`src/rtl/uart_rx_pkg.sv`:
```
// -----------------------------------------------------------------------------
// uart_rx_pkg
//   Definitions shared by the serial-link receiver and its transmit partner:
//   default bit timing, the receiver state encoding and the parity convention.
//
//   Contents
//     CLKS_PER_BIT_DEF  clk_3125 cycles per serial bit
//     SAMPLE_PT_DEF     counter value at which a bit is sampled (~bit centre)
//     PARITY_EVEN/ODD   parity_type encodings (0 = even, 1 = odd)
//     rx_state_t        3-bit receiver state encoding
//     parity_bit()      parity bit a transmitter sends for a byte
// -----------------------------------------------------------------------------
package uart_rx_pkg;

  localparam int CLKS_PER_BIT_DEF = 14;
  localparam int SAMPLE_PT_DEF    = 4;

  localparam logic PARITY_EVEN = 1'b0;
  localparam logic PARITY_ODD  = 1'b1;

  typedef enum logic [2:0] {
    ST_IDLE    = 3'd0,
    ST_START   = 3'd1,
    ST_DATA    = 3'd2,
    ST_PARITY  = 3'd3,
    ST_STOP    = 3'd4,
    ST_RECOVER = 3'd5
  } rx_state_t;

  // Even parity sends ^data, odd parity sends its complement.
  function automatic logic parity_bit(input logic [7:0] data, input logic ptype);
    return (^data) ^ ptype;
  endfunction

endpackage

```
`src/rtl/uart_rx_if.sv`:
```
// -----------------------------------------------------------------------------
// uart_rx_if
//   Signal bundle between a serial line source and the receiver.
//
//   rx           serial line, idle high, asynchronous to clk_3125
//   parity_type  0 = even, 1 = odd; static for the whole frame
//   rx_data      last received byte, held until the next rx_done
//   rx_done      one-cycle strobe: rx_data/parity_err/frame_err just updated
//   parity_err   received parity bit differs from the expected one
//   frame_err    stop bit sampled low
//
//   Handshake: rx_done is a valid-only strobe with no ready; the consumer must
//   take the byte in the cycle rx_done is high or read the held rx_data later.
//   There is no backpressure, a later frame simply overwrites the result.
//
//   master: drives the line (line source / test driver)
//   slave : the receiver
// -----------------------------------------------------------------------------
interface uart_rx_if;

  logic       rx;
  logic       parity_type;
  logic [7:0] rx_data;
  logic       rx_done;
  logic       parity_err;
  logic       frame_err;

  modport master (
    output rx,
    output parity_type,
    input  rx_data,
    input  rx_done,
    input  parity_err,
    input  frame_err
  );

  modport slave (
    input  rx,
    input  parity_type,
    output rx_data,
    output rx_done,
    output parity_err,
    output frame_err
  );

endinterface

```
`src/rtl/uart_rx_sync.sv`:
```
// -----------------------------------------------------------------------------
// uart_rx_sync
//   Two-flop synchroniser for the asynchronous serial line. Resets to 1 so the
//   idle-high line does not look like a start edge coming out of reset.
//
//   clk_3125  in  system clock
//   rst_n     in  synchronous active-low reset
//   d         in  asynchronous input
//   q         out synchronised output (two cycles of latency)
// -----------------------------------------------------------------------------
module uart_rx_sync (
  input  logic clk_3125,
  input  logic rst_n,
  input  logic d,
  output logic q
);

  logic meta;

  always_ff @(posedge clk_3125) begin
    if (!rst_n) begin
      meta <= 1'b1;
      q    <= 1'b1;
    end else begin
      meta <= d;
      q    <= meta;
    end
  end

endmodule

```
`src/rtl/uart_rx.sv`:
```
// -----------------------------------------------------------------------------
// uart_rx
//   Receive half of the colour-detector serial link. Frame format:
//   start(0), 8 data bits MSB first, parity, stop(1); CLKS_PER_BIT cycles per
//   bit. Each bit is sampled once when the bit counter equals SAMPLE_PT.
//
//   clk_3125  in  system clock, all logic on posedge
//   rst_n     in  synchronous active-low reset
//   bus       slave side of uart_rx_if (rx, parity_type in; results out)
//   state     out current FSM state, for observation
//
//   Timing from the first clock edge k that sees rx low: rx_s low after k+1,
//   START entered at k+2, bit n (start=0 .. stop=10) sampled at k+14n+7,
//   rx_done high in the cycle after k+147. The receiver is back in IDLE before
//   a back-to-back transmitter can issue its next start bit.
// -----------------------------------------------------------------------------
module uart_rx
  import uart_rx_pkg::*;
#(
  parameter int CLKS_PER_BIT = CLKS_PER_BIT_DEF,
  parameter int SAMPLE_PT    = SAMPLE_PT_DEF
) (
  input  logic       clk_3125,
  input  logic       rst_n,
  uart_rx_if.slave   bus,
  output rx_state_t  state
);

  localparam int CW = (CLKS_PER_BIT > 2) ? $clog2(CLKS_PER_BIT) : 1;

  localparam logic [CW-1:0] CNT_SAMPLE = CW'(SAMPLE_PT);
  localparam logic [CW-1:0] CNT_LAST   = CW'(CLKS_PER_BIT - 1);

  rx_state_t   state_q;
  rx_state_t   state_d;

  logic          rx_s;
  logic [CW-1:0] cnt;
  logic [2:0]    bit_cnt;
  logic [7:0]    shreg;
  logic          par_rx;

  logic [7:0]    rx_data_q;
  logic          rx_done_q;
  logic          parity_err_q;
  logic          frame_err_q;

  logic at_sample;
  logic at_end;

  // Decoded per-cycle controls from the output process.
  logic cnt_clr;
  logic cnt_inc;
  logic bit_clr;
  logic bit_inc;
  logic shift_en;
  logic par_en;
  logic done_en;

  uart_rx_sync u_sync (
    .clk_3125 (clk_3125),
    .rst_n    (rst_n),
    .d        (bus.rx),
    .q        (rx_s)
  );

  assign at_sample = (cnt == CNT_SAMPLE);
  assign at_end    = (cnt == CNT_LAST);

  // ---------------------------------------------------------------------------
  // State register
  // ---------------------------------------------------------------------------
  always_ff @(posedge clk_3125) begin
    if (!rst_n) begin
      state_q <= ST_IDLE;
    end else begin
      state_q <= state_d;
    end
  end

  // ---------------------------------------------------------------------------
  // Next-state logic
  // ---------------------------------------------------------------------------
  always_comb begin
    state_d = state_q;
    unique case (state_q)
      ST_IDLE: begin
        if (!rx_s) state_d = ST_START;
      end
      ST_START: begin
        // A line that is high again at mid start bit was a glitch.
        if (at_sample && rx_s) state_d = ST_IDLE;
        else if (at_end)       state_d = ST_DATA;
      end
      ST_DATA: begin
        if (at_end && (bit_cnt == 3'd7)) state_d = ST_PARITY;
      end
      ST_PARITY: begin
        if (at_end) state_d = ST_STOP;
      end
      ST_STOP: begin
        // Leave at mid stop bit so the next start edge is never missed.
        if (at_sample) state_d = rx_s ? ST_IDLE : ST_RECOVER;
      end
      ST_RECOVER: begin
        // A held-low line (break) must go high before a new frame can start.
        if (rx_s) state_d = ST_IDLE;
      end
      default: state_d = ST_IDLE;
    endcase
  end

  // ---------------------------------------------------------------------------
  // Output / control decode
  // ---------------------------------------------------------------------------
  always_comb begin
    cnt_clr  = 1'b0;
    cnt_inc  = 1'b0;
    bit_clr  = 1'b0;
    bit_inc  = 1'b0;
    shift_en = 1'b0;
    par_en   = 1'b0;
    done_en  = 1'b0;
    unique case (state_q)
      ST_IDLE: begin
        cnt_clr = 1'b1;
      end
      ST_START: begin
        if (at_end) begin
          cnt_clr = 1'b1;
          bit_clr = 1'b1;
        end else begin
          cnt_inc = 1'b1;
        end
      end
      ST_DATA: begin
        shift_en = at_sample;
        if (at_end) begin
          cnt_clr = 1'b1;
          if (bit_cnt == 3'd7) bit_clr = 1'b1;
          else                 bit_inc = 1'b1;
        end else begin
          cnt_inc = 1'b1;
        end
      end
      ST_PARITY: begin
        par_en = at_sample;
        if (at_end) cnt_clr = 1'b1;
        else        cnt_inc = 1'b1;
      end
      ST_STOP: begin
        done_en = at_sample;
        if (at_sample) cnt_clr = 1'b1;
        else           cnt_inc = 1'b1;
      end
      ST_RECOVER: begin
        cnt_clr = 1'b1;
      end
      default: begin
        cnt_clr = 1'b1;
      end
    endcase
  end

  // ---------------------------------------------------------------------------
  // Datapath: counters, shift register and result registers
  // ---------------------------------------------------------------------------
  always_ff @(posedge clk_3125) begin
    if (!rst_n) begin
      cnt          <= '0;
      bit_cnt      <= '0;
      shreg        <= '0;
      par_rx       <= 1'b0;
      rx_data_q    <= '0;
      rx_done_q    <= 1'b0;
      parity_err_q <= 1'b0;
      frame_err_q  <= 1'b0;
    end else begin
      if (cnt_clr)      cnt <= '0;
      else if (cnt_inc) cnt <= cnt + 1'b1;

      if (bit_clr)      bit_cnt <= '0;
      else if (bit_inc) bit_cnt <= bit_cnt + 1'b1;

      // MSB arrives first, so after eight shifts it sits in bit 7.
      if (shift_en) shreg <= {shreg[6:0], rx_s};

      if (par_en) par_rx <= rx_s;

      rx_done_q <= done_en;
      if (done_en) begin
        rx_data_q    <= shreg;
        parity_err_q <= par_rx ^ parity_bit(shreg, bus.parity_type);
        frame_err_q  <= ~rx_s;
      end
    end
  end

  assign bus.rx_data    = rx_data_q;
  assign bus.rx_done    = rx_done_q;
  assign bus.parity_err = parity_err_q;
  assign bus.frame_err  = frame_err_q;
  assign state          = state_q;

endmodule

```
`src/flat_wrapper.sv`:
```
// flat-port wrapper written by rule: the top's interface ports become plain ports
module uart_rx_flat import uart_rx_pkg::*;
#(
  parameter int CLKS_PER_BIT = CLKS_PER_BIT_DEF,
  parameter int SAMPLE_PT    = SAMPLE_PT_DEF
)
  (clk_3125, rst_n, state, bus_rx, bus_parity_type, bus_rx_data, bus_rx_done, bus_parity_err, bus_frame_err);
  uart_rx_if bus_i ();
  input  logic clk_3125;
  input  logic rst_n;
  output rx_state_t state;
  input wire logic [$bits(bus_i.rx)-1:0] bus_rx;
  input wire logic [$bits(bus_i.parity_type)-1:0] bus_parity_type;
  output wire logic [$bits(bus_i.rx_data)-1:0] bus_rx_data;
  output wire logic [$bits(bus_i.rx_done)-1:0] bus_rx_done;
  output wire logic [$bits(bus_i.parity_err)-1:0] bus_parity_err;
  output wire logic [$bits(bus_i.frame_err)-1:0] bus_frame_err;
  assign bus_i.rx = bus_rx;
  assign bus_i.parity_type = bus_parity_type;
  assign bus_rx_data = bus_i.rx_data;
  assign bus_rx_done = bus_i.rx_done;
  assign bus_parity_err = bus_i.parity_err;
  assign bus_frame_err = bus_i.frame_err;
  uart_rx #(.CLKS_PER_BIT(CLKS_PER_BIT), .SAMPLE_PT(SAMPLE_PT)) u_core (.clk_3125(clk_3125), .rst_n(rst_n), .bus(bus_i), .state(state));
endmodule
```
`config.mk`:
```
export PLATFORM = sky130hd
export DESIGN_NAME = uart_rx_flat
export DESIGN_NICKNAME = d
export VERILOG_FILES = /design/src/rtl/uart_rx_pkg.sv /design/src/rtl/uart_rx_if.sv /design/src/rtl/uart_rx_sync.sv /design/src/rtl/uart_rx.sv /design/src/flat_wrapper.sv
export SDC_FILE = /design/constraint.sdc
export NUM_CORES = 1
export LEC_CHECK = 0
export ABC_AREA = 1
export CAP_MARGIN = 10
export CORE_UTILIZATION = 50
export DETAILED_ROUTE_END_ITERATION = 8
export GPL_ROUTABILITY_DRIVEN = 0
export PLACE_DENSITY = 0.73
export SLEW_MARGIN = 20
export SYNTH_ARGS = -nofsm -noshare
export SYNTH_HDL_FRONTEND = slang
export SYNTH_SLANG_ARGS = --single-unit
```
`constraint.sdc`:
```
create_clock -name clk_3125 -period 1.7 [get_ports clk_3125]
set_clock_uncertainty 0.1 [all_clocks]
set_input_delay 0.51 -clock clk_3125 [delete_from_list [all_inputs] [get_ports clk_3125]]
set_output_delay 0.51 -clock clk_3125 [all_outputs]
set_load 0.005 [all_outputs]
```
=== Yosys cells after proc, flatten, opt, wreduce, memory -nomap -nowiden ===
Index checks and enable logic that the tools add are counted.

* Flip-flop bits (word level): 32
* Input bits: 4
* Word-level logic and storage cells: 63

* Add/sub/neg operators: 2
* Equal/unequal tests: 14
* Multiplexer cells: 24
* Bitwise logic cells: 4
* Reduce and logical (&&, ||, !) cells: 8

{| class="wikitable"
|+ Operator list
! kind !! count
|-
| two-way mux 3 bit || 8
|-
| one-hot mux 3 bit (6 select lines) || 1
|-
| two-way mux 1 bit || 12
|-
| == test 3 bit, second input constant || 3
|-
| XOR reduction 8 bit || 1
|-
| == test 3 x 2 -> 1 bit, second input constant || 2
|-
| != test 2 x 1 -> 1 bit, second input constant || 3
|-
| one-hot mux 1 bit (2 select lines) || 3
|-
| AND reduction 6 bit || 1
|-
| adder 4 x 1 -> 4 bit, second input constant || 1
|-
| == test 4 x 3 -> 1 bit, second input constant || 1
|-
| == test 4 bit, second input constant || 1
|-
| != test 2 bit, second input constant || 2
|-
| OR reduction 2 bit || 2
|-
| adder 3 x 1 -> 3 bit, second input constant || 1
|-
| == test 3 x 1 -> 1 bit, second input constant || 1
|-
| zero test 3 bit || 1
|-
| != test 3 x 1 -> 1 bit, second input constant || 1
|-
| OR reduction 3 bit || 1
|-
| logical AND 1 bit || 2
|-
| NOT 1 bit || 2
|-
| bitwise XOR 1 bit || 2
|}

=== Longest topological paths before layout ===
Gate-level depths: netlist of run 1.

* Depth after elaboration: 5
* Depth in mapped cells: 10
* Gate-level depth less buffers: 10

=== Hierarchy ===
From an unflattened synthesis of run 1, not the netlist that was laid out.

* Cells, all modules: 206
* Area total of the unflattened synthesis: 1536.5 µm²

{| class="wikitable"
|+ Modules (own cells, without submodules)
! module !! instances !! cells an instance !! area each (µm²)
|-
| uart_rx || 1 || 200 || 1481.4
|-
| uart_rx_sync || 1 || 6 || 55.1
|}

=== Worst setup path after synthesis of run 1 ===
No wires, ideal clock.

* Path kind: flip-flop to flip-flop
* Start point: register u_core.bit_cnt[0]
* End point: register u_core.state_q[1] (netlist: u_core.state[1])
* Setup time: 0.114 ns
* Arrival: 1.294 ns
* Required time: 1.486 ns
* Setup slack: 0.192 ns
* Stages on the path, launching flop included: 11
* Path through: dfxtp_1 ha_1 ha_1 inv_1 nor2_1 nor2_1 nor2_4 nand3_4 nand2_1 nand2_1 nor2_2

* Longest elaborated chain between the ends: 4

{| class="wikitable"
|+ RTL lines
! item !! line !! text
|-
| start, declared || uart_rx.sv:39 || <nowiki>logic [2:0] bit_cnt;</nowiki>
|-
| start signal, assigned || uart_rx.sv:183 || <nowiki>else if (bit_inc) bit_cnt <= bit_cnt + 1'b1;</nowiki>
|-
| == test 3 bit || uart_rx.sv:96 || <nowiki>if (at_end && (bit_cnt == 3'd7)) state_d = ST_PARITY;</nowiki>
|-
| logical AND 1 bit || uart_rx.sv:96 ||
|-
| != test 2 x 1 -> 1 bit (no source line) || -- ||
|-
| AND reduction 6 bit (no source line) || -- ||
|-
| end signal, assigned || uart_rx.sv:77 || <nowiki>state_q <= state_d;</nowiki>
|-
| end, declared || uart_rx.sv:34 || <nowiki>rx_state_t state_q;</nowiki>
|}

Every way passes these cells.
A chain may end at the register's enable or synchronous reset.

=== Worst setup path after layout of run 1 ===
* Start point: register u_core.state_q[0] (netlist: u_core.state[0])
* End point: register u_core.bit_cnt[1]

* Longest elaborated chain between the ends: 3

{| class="wikitable"
|+ RTL lines
! item !! line !! text
|-
| == test 3 x 2 -> 1 bit / == test 3 x 1 -> 1 bit (equally long branches) || uart_rx.sv:124 || <nowiki>unique case (state_q)</nowiki>
|-
| one-hot mux 1 bit (2 select lines) || uart_rx.sv:124 ||
|-
| OR reduction 2 bit (no source line) || -- ||
|}

Several ways; a longest one is shown, not always the timed one.

==> results.md, run 1 <==
* Outcome: finished, final reports clean
* Clk_lat worst skew at 330 ps
* DR WL/cell at 12.2 um
* Post-Route WL at 3240 um
* Ports at 18
* CTS Buf Count at 5
* Sequential Power Share at 39.0%
* Post-route ant nets at 0
* Area grow syn2layout at 23.5%
* Clock power frac at 26.0%
* Util after Layout at 66.6%
* Share of the synthesized area in the top cell type at 42.0%
* Synth area leaders: dfxtp_1, nand2_1, o21ai_0
* Ant diodes at 0
* Layout cells sized above 1 at 19.1%
* Worst slew pin tran at 343 ps
* P_sw at 768 uW
* Period minus WS final at 1610 ps
* Die width at 57.2 um
* Initial DRC count at 41
* # fillers at 256
* P per Cell Area at 1170 nW/um2
* Root buffer selected by CTS: clkbuf_4
* CP Capture Type: flip-flop
* Worst-path clk slew at 100 ps
* Slew Limit Headroom at 76.9%
* Placed instance area at 1760 um2
* Final setup vio count at 0
* DR vias/cell at 5.16
* Crit share post-route at 94.9%
* Placed wire-length estimate at 2370 um
* DRC errors left at 0
* DR vias at 1,372
* CP startpoint kind: flip-flop
* Sw frac at 34.9%
* Synth Net Count at 215
* Min-Delay Startpoint: u_core.u_sync.meta$_SDFF_PN1_
* Port bufs at 17
* Final instance area at 1880 um2
* Vias in the first global route at 1,293
* Cell with the most instances after synthesis: nand2_1
* Clk sink count at 32
* Crit Path Max Fanout at 5
* Hold WS at 345 ps
* Main synth FF type: dfxtp_1
* Clock Tree Buf Depth at 2
* Area of the core at 2830 um2
* Post-synth EDFFs at 0
* Worst r2r src: u_core.state[0]$_SDFFE_PN0P_
* Netlist cell types at 26
* Flops & latches, synth at 32
* Max-Cap Viols at 0
* Final nets at 243
* Hold/Removal Path Class: flip-flop to flip-flop
* CTS tree: built
* Logic pwr share at 35.0%
* Initial Util at 53.9%
* CP required at 1830 ps
* Ys Warns at 0
* WP data arrival at 1750 ps
* CP startpoint: u_core.state[0]$_SDFFE_PN0P_
* Commonest cells post-synth: nand2_1, dfxtp_1, inv_1
* Area leader, netlist: dfxtp_1
* # hold bufs at CTS at 0
* Rows at 19
* Slew Limit Fails at 0
* Synth Cell Area at 1530 um2
* Cells after DPL at 255
* Peak supply drop at 0.812 mV
* Total number of H-tree levels at 2
* Sequential-to-total area share from yosys stat at 42.0%
* Total Routing Usage GR at 21.8%
* Initial antenna violation count at 0
* First-pass GRT wire length at 5450 um
* Leakage at 0.905 nW
* Internal Pwr Total at 1.43 mW
* Final Hold Viols at 0
* GRT overflow at 0
* Fin cells at 266
* Synthesized area per cell at 7.40 um2
* Die Span Y at 57.2 um
* Cells after Synth at 206
* Crit path kind: flip-flop to flip-flop
* Detailed-router iteration count before antenna repair at 4
* FMAX at 620 MHz
* Die area at 3280 um2
* Largest net degree at the start of global routing at 15
* Fraction of registers with async set/reset at 0%
-- sequential cells by signal, summed over array words and instances (netlist names) --
name and cells:
u_core.bit_cnt 3, u_core.bus.frame_err 1, u_core.bus.parity_err 1, u_core.bus.rx_data 8
u_core.bus.rx_done 1, u_core.cnt 4, u_core.par_rx 1, u_core.shreg 8
u_core.state 3, u_core.u_sync.meta 1, u_core.u_sync.q 1
-- metal layers --
layer,vias to the layer above,GRT usage (%),wire length (um),part of all wire (%)
li1,719,-,-,-
met5,-,0,0,0
met2,37,34.8,1580,49
met3,4,4.99,150,4.6
met1,612,27.6,1470,45
met4,0,11.5,36,1.1
-- kinds of logic (layout without fill, tap and decap cells) --
family          after synthesis  after routing  synth area share (%)
compound gates               42             42                  14.5
buf+inv                      30             59                  7.96
flops                        32             32                  42.0
simple gates                 93             93                  29.1
xor+xnor                      4              4                  2.30
fa+ha+maj                     5              5                  4.10
-- per-stage QoR --
step                      power [mW]  worst slack (ps)  TNS [ps]
after floorplan                 1.40               192         0
after CTS                       2.19              62.8         0
final                           2.20              86.3         0
after detailed placement        1.60             -22.0     -22.0
after global placement          1.58              29.9         0
after global routing            2.35             -10.9     -16.9
-- critical path, cell delays in order, from the launching register on --
cell and delay [ps]:
dfxtp_4 350, buf_4 140, inv_1 130, nand3_2 180, nor3_4 200, inv_2 80, nor2_1 120, nor2_1 60
o21ai_0 90, inv_1 50
-- cell usage in the layout, fill, tap and decap left out --
master | netlist | final
dlygate4sd2_1 | 0 | 14
clkinv_2 | 0 | 1
nor2_4 | 2 | 2
ha_1 | 5 | 4
clkbuf_1 | 1 | 1
ha_2 | 0 | 1
a21oi_1 | 17 | 17
o31ai_2 | 0 | 1
a211oi_1 | 1 | 1
inv_2 | 2 | 2
nand3_2 | 3 | 1
or2_0 | 1 | 1
xnor2_1 | 2 | 2
buf_4 | 2 | 7
dfxtp_4 | 0 | 2
nand3_1 | 11 | 11
o31ai_1 | 2 | 1
nand2_2 | 2 | 2
nor2_1 | 23 | 23
dfxtp_1 | 32 | 20
xor2_1 | 2 | 2
nand2_1 | 45 | 45
nor3_4 | 1 | 1
clkdlybuf4s50_1 | 0 | 3
dfxtp_2 | 0 | 10
o21ai_0 | 21 | 21
nand3_4 | 1 | 3
o21ai_2 | 1 | 1
clkbuf_4 | 0 | 5
bufinv_16 | 0 | 1
nor3_2 | 1 | 1
or2_2 | 2 | 2
nor2_2 | 1 | 1
inv_1 | 24 | 24
buf_12 | 0 | 1
-- final timing paths --
path	endpoint	slack [ps]	cells after the start
max	u_core.bit_cnt[1]$_SDFFE_PP0P_	90	9
min	u_core.u_sync.q$_SDFF_PN1_	340	1
max reg2reg	u_core.bit_cnt[1]$_SDFFE_PP0P_	90	9
min reg2reg	u_core.u_sync.q$_SDFF_PN1_	340	1
-- final cells by class --
type,instances,area (um2),share of cell area (%)
multi-input cells,144,786,41.7
inverters,26,97.6,5.18
repair buffers,25,225,12.0
clock buffers,6,41.3,2.19
clock inverters,2,35.0,1.86
well taps,31,38.8,2.06
flip-flops and latches,32,661,35.1
-- power groups by stage --
| stage | combinational [mW] | clock [mW] | sequential, mW |
|---|---|---|---|
| 2_1_floorplan | 0.508 | 0 | 0.888 |
| 3_3_place_gp | 0.700 | 0 | 0.879 |
| 3_5_place_dp | 0.712 | 0 | 0.884 |
| 4_1_cts | 0.754 | 0.580 | 0.851 |
| 5_1_grt | 0.862 | 0.626 | 0.866 |
| 6_report | 0.770 | 0.571 | 0.857 |
-- what timing repair did --
action                                  in CTS  in global routing
endpoints found under the hold margin        0                  0
endpoints found under the setup margin      14                  5
setup buffers                                2                  1
pin swaps                                    0                  1
cloned                                       0                  0
resized for setup                           26                  6
(Power assumes the default switching activity.)
==> run 2, diff against run 1 <==
PLACE_DENSITY = unset   (was 0.73)
PLACE_DENSITY_LB_ADDON = 0.08   (was unset)
clock period = 1.9 ns   (was 1.7 ns; I/O delays follow)
==> results.md, run 2 (synthesis results as in run 1) <==
* CP Capture Type: primary output
* Period minus WS final at 1840 ps
* DR WL/cell at 11.6 um
* Worst r2r src: u_core.bit_cnt[0]$_SDFFE_PP0P_
* Clk sink count at 32
* FMAX at 542 MHz
* CTS tree: built
* Leakage at 0.846 nW
* DRC errors left at 0
* Vias in the first global route at 1,300
* CP Cell Sequence: clkdlybuf4s50_1
* Die width at 57.2 um
* Clk_lat worst skew at 330 ps
* DR vias/cell at 5.24
* Setup repair after global routing missed its margin: false
* Final nets at 239
* Die Span Y at 57.2 um
* Die area at 3280 um2
* Port bufs at 17
* Worst slew pin tran at 426 ps
* Power Total at 1.87 mW
* Rows at 19
* First-pass GRT wire length at 5240 um
* Slew Limit Headroom at 71.4%
* Max-Cap Viols at 0
* Post-Route WL at 3040 um
* Initial DRC count at 35
* Most frequent cells in the layout: nand2_1, inv_1, nor2_1, dfxtp_1, o21ai_0
* P per Cell Area at 1030 nW/um2
* Min-Delay Startpoint: u_core.u_sync.meta$_SDFF_PN1_
* Critical R2R Capture: u_core.state[1]$_SDFFE_PN0P_
* Largest net degree at the start of global routing at 24
* Reg2reg setup slack at 230 ps
* CTS Buf Count at 5
* Hold/Removal Path Class: flip-flop to flip-flop
* WP buf/inv at 1
* Crit share post-route at 97.0%
* Total number of H-tree levels at 2
* Hold Path Depth at 1
* Worst hold path endpoint: u_core.u_sync.q$_SDFF_PN1_
* Crit Path Max Fanout at 2
* Total Routing Usage GR at 21.3%
* Root buffer selected by CTS: clkbuf_4
* Area of the core at 2830 um2
* Area grow syn2layout at 19.8%
* Ports at 18
* CP required at 1230 ps
* Post-route ant nets at 0
* # hold bufs at CTS at 0
* Initial Util at 53.9%
* Setup TNS at 0 ps
* Layout cells sized above 1 at 15.7%
* Ant diodes at 0
* Slowest-stage cell, CP: clkdlybuf4s50_1
* CP startpoint kind: flip-flop
* Slew Limit Fails at 0
* Crit path kind: flip-flop to primary output
* CP peak stage delay at 490 ps
* Final setup vio count at 0
* Most common cell after layout, fill and taps aside: nand2_1
* Peak supply drop at 0.977 mV
* WP data arrival at 1170 ps
* # fillers at 259
* Crit-path leading delay family: buffers and inverters
* Clock Tree Buf Depth at 2
* Final Hold Viols at 0
* Worst-path clk slew at 90 ps
* Placed wire-length estimate at 2310 um
* DR vias at 1,367
* Initial antenna violation count at 0
* Detailed-router iteration count before antenna repair at 4
* Outcome: finished, final reports clean
* GRT overflow at 0
* Worst Reg2Reg Path Length in Cells at 9
[run 2: per-layer routing]
layer	vias up	wire length (um)	GRT usage, %
met5	-	0	0
met4	0	30	9.76
met3	4	170	7.48
met2	32	1580	37.5
met1	621	1260	22.9
li1	710	-	-
[run 2: timing repair]
item | 4_1_cts | 5_1_grt
cloned | 0 | 0
gates resized for setup | 4 | 9
setup endpoints to repair | 2 | 8
buffers inserted | 1 | 0
[run 2: worst max-delay path by stage]
stage                                                end  slack [ps]  cells after the start                                from
final                                           state[1]          60                      1        u_core.state[1]$_SDFFE_PN0P_
after global routing                      bus_rx_data[7]          10                      1  u_core.bus.rx_data[7]$_SDFFE_PN0P_
after CTS                                       state[0]           7                      1        u_core.state[0]$_SDFFE_PN0P_
after detailed placement  u_core.bit_cnt[1]$_SDFFE_PP0P_         130                      7                               rst_n
after global placement    u_core.bit_cnt[1]$_SDFFE_PP0P_         160                      7                               rst_n
after floorplan             u_core.state[1]$_SDFFE_PN0P_         390                     10      u_core.bit_cnt[0]$_SDFFE_PP0P_
[run 2: final cells by class]
| cell class | count | area [um2] | share of cell area [%] |
|---|---|---|---|
| well taps | 31 | 38.8 | 2.12 |
| flip-flops and latches | 32 | 657 | 36.0 |
| clock buffers | 7 | 65.1 | 3.56 |
| inverters | 26 | 97.6 | 5.34 |
| multi-input cells | 144 | 763 | 41.8 |
| repair buffers | 21 | 205 | 11.2 |
[run 2: per-stage QoR]
step / setup WS [ps] / hold slack, ps / instance area [um2] / cells / utilization [%]
after global routing: 11.8 / 330 / 1830 / 261 / 64.6
after detailed placement: 130 / 307 / 1730 / 253 / 61.3
after global placement: 157 / 301 / 1730 / 253 / 61.3
after CTS: 7.29 / 330 / 1810 / 261 / 64.1
after floorplan: 392 / 293 / 1530 / 206 / -
final: 56.6 / 321 / 1830 / 261 / 64.6
[run 2: where the power goes]
part           internal, mW  total [mW]  switching, mW
logic                 0.269       0.674          0.405
registers             0.734       0.775         0.0412
clock network         0.210       0.424          0.214
